## src/rtl/matrix_loader.sv

```systemverilog
// Streams operand matrices A then B row-major into compute_unit memories, then starts it and times the run.
// Latency: one cycle from an accepted element to its write strobe; start follows the last accept by one cycle.
// Backpressure: s_ready is high only while loading A or B, so no element past 2*N*N is ever taken.
module matrix_loader #(
  parameter int N  = 16,
  parameter int DW = 8,
  parameter int AW = $clog2(N*N)
) (
  input  logic          clk,
  input  logic          rst,
  input  logic          go,
  input  logic          s_valid,
  input  logic [DW-1:0] s_data,
  output logic          s_ready,
  output logic          a_we,
  output logic          b_we,
  output logic [AW-1:0] mem_addr,
  output logic [DW-1:0] mem_wdata,
  output logic          start,
  input  logic          cu_done,
  output logic          busy,
  output logic          run_done,
  output logic [31:0]   cycle_count
);

  localparam logic [2:0] ST_IDLE   = 3'd0;
  localparam logic [2:0] ST_LOAD_A = 3'd1;
  localparam logic [2:0] ST_LOAD_B = 3'd2;
  localparam logic [2:0] ST_START  = 3'd3;
  localparam logic [2:0] ST_WAIT   = 3'd4;
  localparam logic [2:0] ST_DONE   = 3'd5;

  localparam logic [AW-1:0] LAST_ELEM = AW'(N*N-1);

  logic [2:0]    state;
  logic [AW-1:0] elem_cnt;
  logic          arm;
  logic          in_load;
  logic          accept;
  logic          last_elem;

  assign in_load   = (state == ST_LOAD_A) || (state == ST_LOAD_B);
  assign accept    = s_valid & in_load;
  assign last_elem = (elem_cnt == LAST_ELEM);

  assign s_ready  = in_load;
  assign start    = (state == ST_START);
  assign busy     = (state != ST_IDLE);
  assign run_done = (state == ST_DONE);

  always_ff @(posedge clk or posedge rst) begin
    if (rst) begin
      state       <= ST_IDLE;
      elem_cnt    <= '0;
      arm         <= 1'b0;
      a_we        <= 1'b0;
      b_we        <= 1'b0;
      mem_addr    <= '0;
      mem_wdata   <= '0;
      cycle_count <= '0;
    end else begin
      a_we <= accept && (state == ST_LOAD_A);
      b_we <= accept && (state == ST_LOAD_B);
      if (accept) begin
        mem_addr  <= elem_cnt;
        mem_wdata <= s_data;
        elem_cnt  <= last_elem ? '0 : elem_cnt + 1'b1;
      end

      case (state)
        ST_IDLE: begin
          if (go) begin
            state    <= ST_LOAD_A;
            elem_cnt <= '0;
          end
        end
        ST_LOAD_A: if (accept && last_elem) state <= ST_LOAD_B;
        ST_LOAD_B: if (accept && last_elem) state <= ST_START;
        ST_START: begin
          cycle_count <= '0;
          arm         <= 1'b0;
          state       <= ST_WAIT;
        end
        ST_WAIT: begin
          // arm only after done has been seen low, so a stale done level cannot end the run
          if (arm && cu_done) begin
            state <= ST_DONE;
          end else begin
            if (cycle_count != 32'hFFFF_FFFF) cycle_count <= cycle_count + 32'd1;
            if (!cu_done) arm <= 1'b1;
          end
        end
        ST_DONE: state <= ST_IDLE;
        default: state <= ST_IDLE;
      endcase
    end
  end

endmodule

```

## config.mk

```make
export PLATFORM = sky130hd
export DESIGN_NAME = matrix_loader
export DESIGN_NICKNAME = d
export VERILOG_FILES = /design/src/rtl/matrix_loader.sv
export SDC_FILE = /design/constraint.sdc
export NUM_CORES = 1
export LEC_CHECK = 0
export CAP_MARGIN = 30
export CORE_MARGIN = 2
export CORE_UTILIZATION = 50
export DETAILED_ROUTE_END_ITERATION = 6
export GPL_ROUTABILITY_DRIVEN = 0
export PLACE_DENSITY = 0.85
export SYNTH_ARGS = -nofsm -noshare
export SYNTH_HDL_FRONTEND = slang
export SYNTH_SLANG_ARGS = --single-unit
```

## constraint.sdc

```tcl
create_clock -name clk -period 2.5 [get_ports clk]
set_input_delay 0.375 -clock clk [delete_from_list [all_inputs] [get_ports clk]]
set_output_delay 0.375 -clock clk [all_outputs]
set_load 0.1 [all_outputs]
```

Yosys cells after proc, flatten, opt, wreduce, memory -nomap -nowiden:

Index checks and enable logic that the tools add are counted.

* multiplexer cells: 15
* equality and inequality tests: 14
* reduce and logical (&&, ||, !) cells: 11
* add/subtract/negate cells: 2
* bitwise logic cells: 1

Operators by type and width (number)
* $mux 32: 2
* $pmux 32 s2: 1
* $add 32x1->32 const B: 1
* $mux 8: 4
* $ne 32x32->1 const B: 1
* $pmux 3 s5: 1
* $mux 3: 4
* $ne 2x2->1 const B: 5
* $add 8x1->8 const B: 1
* $eq 8x8->1 const B: 1
* $eq 3x2->1 const B: 2
* $eq 3x3->1 const B: 2
* $reduce_and 3->1: 2
* $logic_and 1x1->1: 4
* $ne 2x1->1 const B: 2
* $reduce_and 4->1: 1
* $eq 3x1->1 const B: 1
* $logic_not 3->1: 1
* $reduce_bool 3->1: 1
* $mux 1: 2
* $pmux 1 s2: 1
* $reduce_bool 2->1: 1
* $and 1x1->1: 1
* $logic_or 1x1->1: 1

* logic and storage cells: 51
* register bits: 62
* output and inout bits: 54
* input port bits: 13

Logic depth before layout (Yosys ltp):

Gate-level depths: netlist of run 1.

* depth in word-level cells: 6
* mapped depth: 8
* depth with buffers taken out: 6

Least setup slack after synthesis of run 1:

OpenSTA, ideal clock, no wires.

* path type: reg-to-output
* start point: register state[0]
* end point: output port run_done
* required time: 2.125 ns
* arrival: 2.729 ns
* stages on the path, launching flop included: 3
* slack: -0.604 ns
* cells stage by stage: dfrtp_1 buf_2 nor3b_1

* cells in the longest elaborated chain, start to end: 1

Ends and longest elaborated chain
* start: declaration: line 35 `logic [2:0] state;`
* start signal: assignment: line 53 `state <= ST_IDLE;`
* start signal: assignment: line 73 `state <= ST_LOAD_A;`
* start signal: assignment: line 77 `ST_LOAD_A: if (accept && last_elem) state <= ST_LOAD_B;`
* $eq 3x3->1: line 49 `assign run_done = (state == ST_DONE);`
* end: declaration: line 22 `output logic run_done,`

No other way between the ends.

Final worst setup path of run 1:

* start point: register cycle_count[18]
* end point: register cycle_count[18]

* cells in the longest elaborated chain, start to end: 4
* elaborated cells between the ends (all ways): 7
* those cells by class: add/sub: 1; eq/ne: 2; mux: 3; reduce/logical: 1

Ends and longest elaborated chain
* start: declaration: line 23 `output logic [31:0] cycle_count`
* start signal: assignment: line 89 `if (cycle_count != 32'hFFFF_FFFF) cycle_count <= cycle_count + 32'd1;`
* $add 32x1->32: line 89
* $mux 32: line 89
* $mux 32: line 86 `if (arm && cu_done) begin`
* $pmux 32 s2: line 70 `case (state)`

Parallel ways exist; a longest one is shown, timed or not. The select of a mux whose other input is x is not followed.
A chain may end at the register's enable or synchronous reset.

==> impl_metrics.tcl, run 1 <==
set metrics [dict create \
    status "completed" \
    maxSlewHeadroom_pct 61.6 \
    die_height_um 85.5 \
    cts_root_buffer "clkbuf_8" \
    start_kind "flop" \
    max_cap_viol_count 0 \
    setup_tns_ns 0 \
    switchingPower_mw 0.989 \
    synthMuxAreaShare_pct 3.62 \
    holdBufCountCts 0 \
    seqPwrFrac_pct 43.4 \
    cts_tree "yes" \
    cts.clk_slew.worst_paths_ns 0.07 \
    placed_cells 518 \
    synthDistinctLibCells 45 \
    synth_warnings 0 \
    setup_viol 0 \
    grt_pass1_wl_mm 14.4 \
    synth_top_family_by_area "simple AND/OR/NAND/NOR gates" \
    synth_area_mm2 0.00332 \
    period_share_pct 87.9 \
    cts_made_buffers 9 \
    synth_compound_area_share_pct 11.9 \
    dr.pass1.iters 5 \
    crit_fanout 12 \
    start_util_pct 52.0 \
    drc_errors 0 \
    grt_use_met1_pct 32.0 \
    cp-end-kind "flop" \
    power_frac_comb_pct 24.6 \
    power_per_cell_area_mw_per_mm2 656 \
    overflow 0 \
    worstMarginPinSlew_ns 0.574 \
    p_leak_nw 1.92 \
    crit_arrival_ns 2.46 \
    synth_nets 396 \
    rows 29 \
    met3_usage_pct 6.52 \
    busiest_layer "met2" \
    hpwl_mm 6.10 \
    hp-class "in2async" \
    numPortBuffers 66 \
    clock_sinks 62 \
    cts_resized 0 \
    clockBufferDepth 2 \
    skew_ns 0.00850 \
    ys_top_cells_by_area "dfrtp_1 (47%), nand2_1 (9.7%), nand3_1 (4.2%), mux2i_1 (3.6%), o21ai_0 (3.2%)" \
    final_util_pct 65.4 \
    vias_per_cell 6.00 \
    finalHoldViolations 0 \
    grt_util_all_layers_pct 24.6 \
    critical_path_class "reg2reg" \
    synth_area_per_cell_um2 8.71 \
    wl_mm 8.57 \
    die_w_um 85.5 \
    met2_usage_pct 39.8 \
    crit_required_ns 2.77 \
    antenna_cells 0 \
    synth_xor_area_share_pct 2.38 \
    grt_pass1_vias 3061 \
    syn_inst 381 \
    min_period_ns 2.20 \
    synth_top_area_cell "dfrtp_1" \
    synth_edf_count 0 \
    core-area_mm2 0.00639 \
    ys.flop_type "dfrtp_1" \
    yosysTopAreaCellShare_pct 46.8 \
    io_pins 67 \
    antenna_found_initial 0 \
    layout.cells.non_filler 534 \
    power.internal_mw 1.75 \
    dieArea_mm2 0.00730 \
    final_nets 467 \
    max-vdd-ir-drop_mv 0.692 \
    cts-htree-levels 3 \
    wl_per_cell_um 16.0 \
    synth-seq-cells 62 \
    synth-simple-area-share_pct 31.4 \
    slew_violations 0 \
    max_clock_freq_mhz 455 \
    drt_iter0_drc 319 \
    insertion_delay_ns 0.34 \
    p_sw_share_pct 36.1 \
    area_growth_pct 25.8 \
    rsz0062_at_grt "no" \
    async_flop_share_pct 100 \
    cts_setup_buffers 0 \
    p_clk_share_pct 31.9 \
    ant_nets 0 \
    synth_fa_ha_area_share_pct 0.754 \
    drive_gt1_share_pct 21.2 \
    num_vias 3203 \
    synth_seq_area_share_pct 46.8 \
    grt_start_max_net_pins 63 \
]
[logic make-up (layout without fill, tap and decap cells)]
family | count (synthesis) | in the layout
multiplexers | 12 | 12
XOR/XNOR | 9 | 9
AO/OA/AOI/OAI | 62 | 62
adder cells (fa/ha/maj) | 2 | 2
buffers and inverters | 24 | 100
flip-flops | 62 | 62
AND/OR/NAND/NOR | 210 | 210
[registers in the layout, indices dropped and copies added (netlist names)]
signal,count
mem_wdata,8
mem_addr,8
elem_cnt,8
arm,1
state,3
cycle_count,32
b_we,1
a_we,1
[cell usage in the layout (no fill, tap or decap), types with 9 or more instances in the layout]
master / n
nor2_1: 26
dfrtp_1: 49
nand2_1: 86
buf_4: 62
a21oi_1: 9
clkbuf_8: 10
nor3_1: 10
nand4_1: 15
clkdlybuf4s50_1: 12
dfrtp_2: 13
o21ai_0: 21
a31oi_1: 12
nor4_1: 9
nand3_1: 28
mux2i_1: 12
[synthesized netlist by cell type (2+ instances only)]
| master | instances |
|---|---|
| a21o_1 | 2 |
| nor2_1 | 26 |
| or3_1 | 3 |
| o31a_1 | 3 |
| a31oi_1 | 12 |
| nor3b_1 | 4 |
| xor2_1 | 3 |
| a21oi_1 | 9 |
| o211ai_1 | 7 |
| buf_2 | 4 |
| ha_1 | 2 |
| and4_1 | 7 |
| nor4_1 | 9 |
| nand4_1 | 15 |
| o21ai_0 | 21 |
| mux2i_1 | 12 |
| xnor2_1 | 6 |
| and3_1 | 5 |
| inv_1 | 8 |
| clkbuf_1 | 10 |
| or4_1 | 2 |
| nand2b_1 | 6 |
| dfrtp_1 | 62 |
| nor3_1 | 10 |
| nand3_1 | 28 |
| nand2_1 | 86 |
[layout make-up]
cell class / count / area (um2)
multi-input combinational: 295 / 1670
fill: 523 / 2210
clock inverter: 1 / 30.0
tap: 77 / 96.3
inverter: 8 / 30.0
sequential: 62 / 1570
timing repair buffer: 76 / 626
clock buffer: 15 / 156
[routing by layer]
layer,vias to the layer above,part of all wire (%)
met2,147,48
met5,-,0
met4,0,1.7
li1,1514,-
met3,24,7.7
met1,1518,42
[power groups by stage]
stage	logic, mW	registers (mW)	clock network, mW
after floorplan	0.149	1.56	0
after global placement	0.661	1.20	0
after detailed placement	0.682	1.20	0
after CTS	0.680	1.19	0.884
after global routing	0.717	1.20	0.940
final	0.675	1.19	0.874
[through the flow]
stage	hold slack [ns]	setup WS [ns]	power (mW)	instance area (um2)
6_report	0.415	0.303	2.74	4170
2_1_floorplan	0.480	0.0255	1.71	3340
5_1_grt	0.439	0.102	2.86	4170
3_5_place_dp	0.464	0.303	1.89	3990
3_3_place_gp	0.460	0.404	1.86	3990
4_1_cts	0.426	0.328	2.75	4170
[worst paths after layout]
kind	startpoint	end	slack, ns	cells past startpoint
worst min-delay path	rst	cycle_count[0]	0.41	3
worst max register to register	cycle_count[18]	cycle_count[18]	0.30	5
max in group asynchronous	rst	cycle_count[5]	1.82	3
worst max-delay path	cycle_count[18]	cycle_count[18]	0.30	5
min in group clk	mem_wdata[1]	mem_wdata[1]	0.47	2
worst min register to register	mem_wdata[1]	mem_wdata[1]	0.47	2
[critical path: stages (launching register included)]
cell	delay, ns
dfrtp_1	0.47
nand4_1	0.22
nor3_1	0.46
and4_1	0.53
nor2_1	0.21
a31oi_1	0.22
Power figures use the tool's default switching activity.
==> inputs of run 2 (changes only) <==
CTS_CLUSTER_SIZE = 30   (was default)
==> results of run 2 <==
No change in the layout: final DEF, timing and power equal those of run 1.
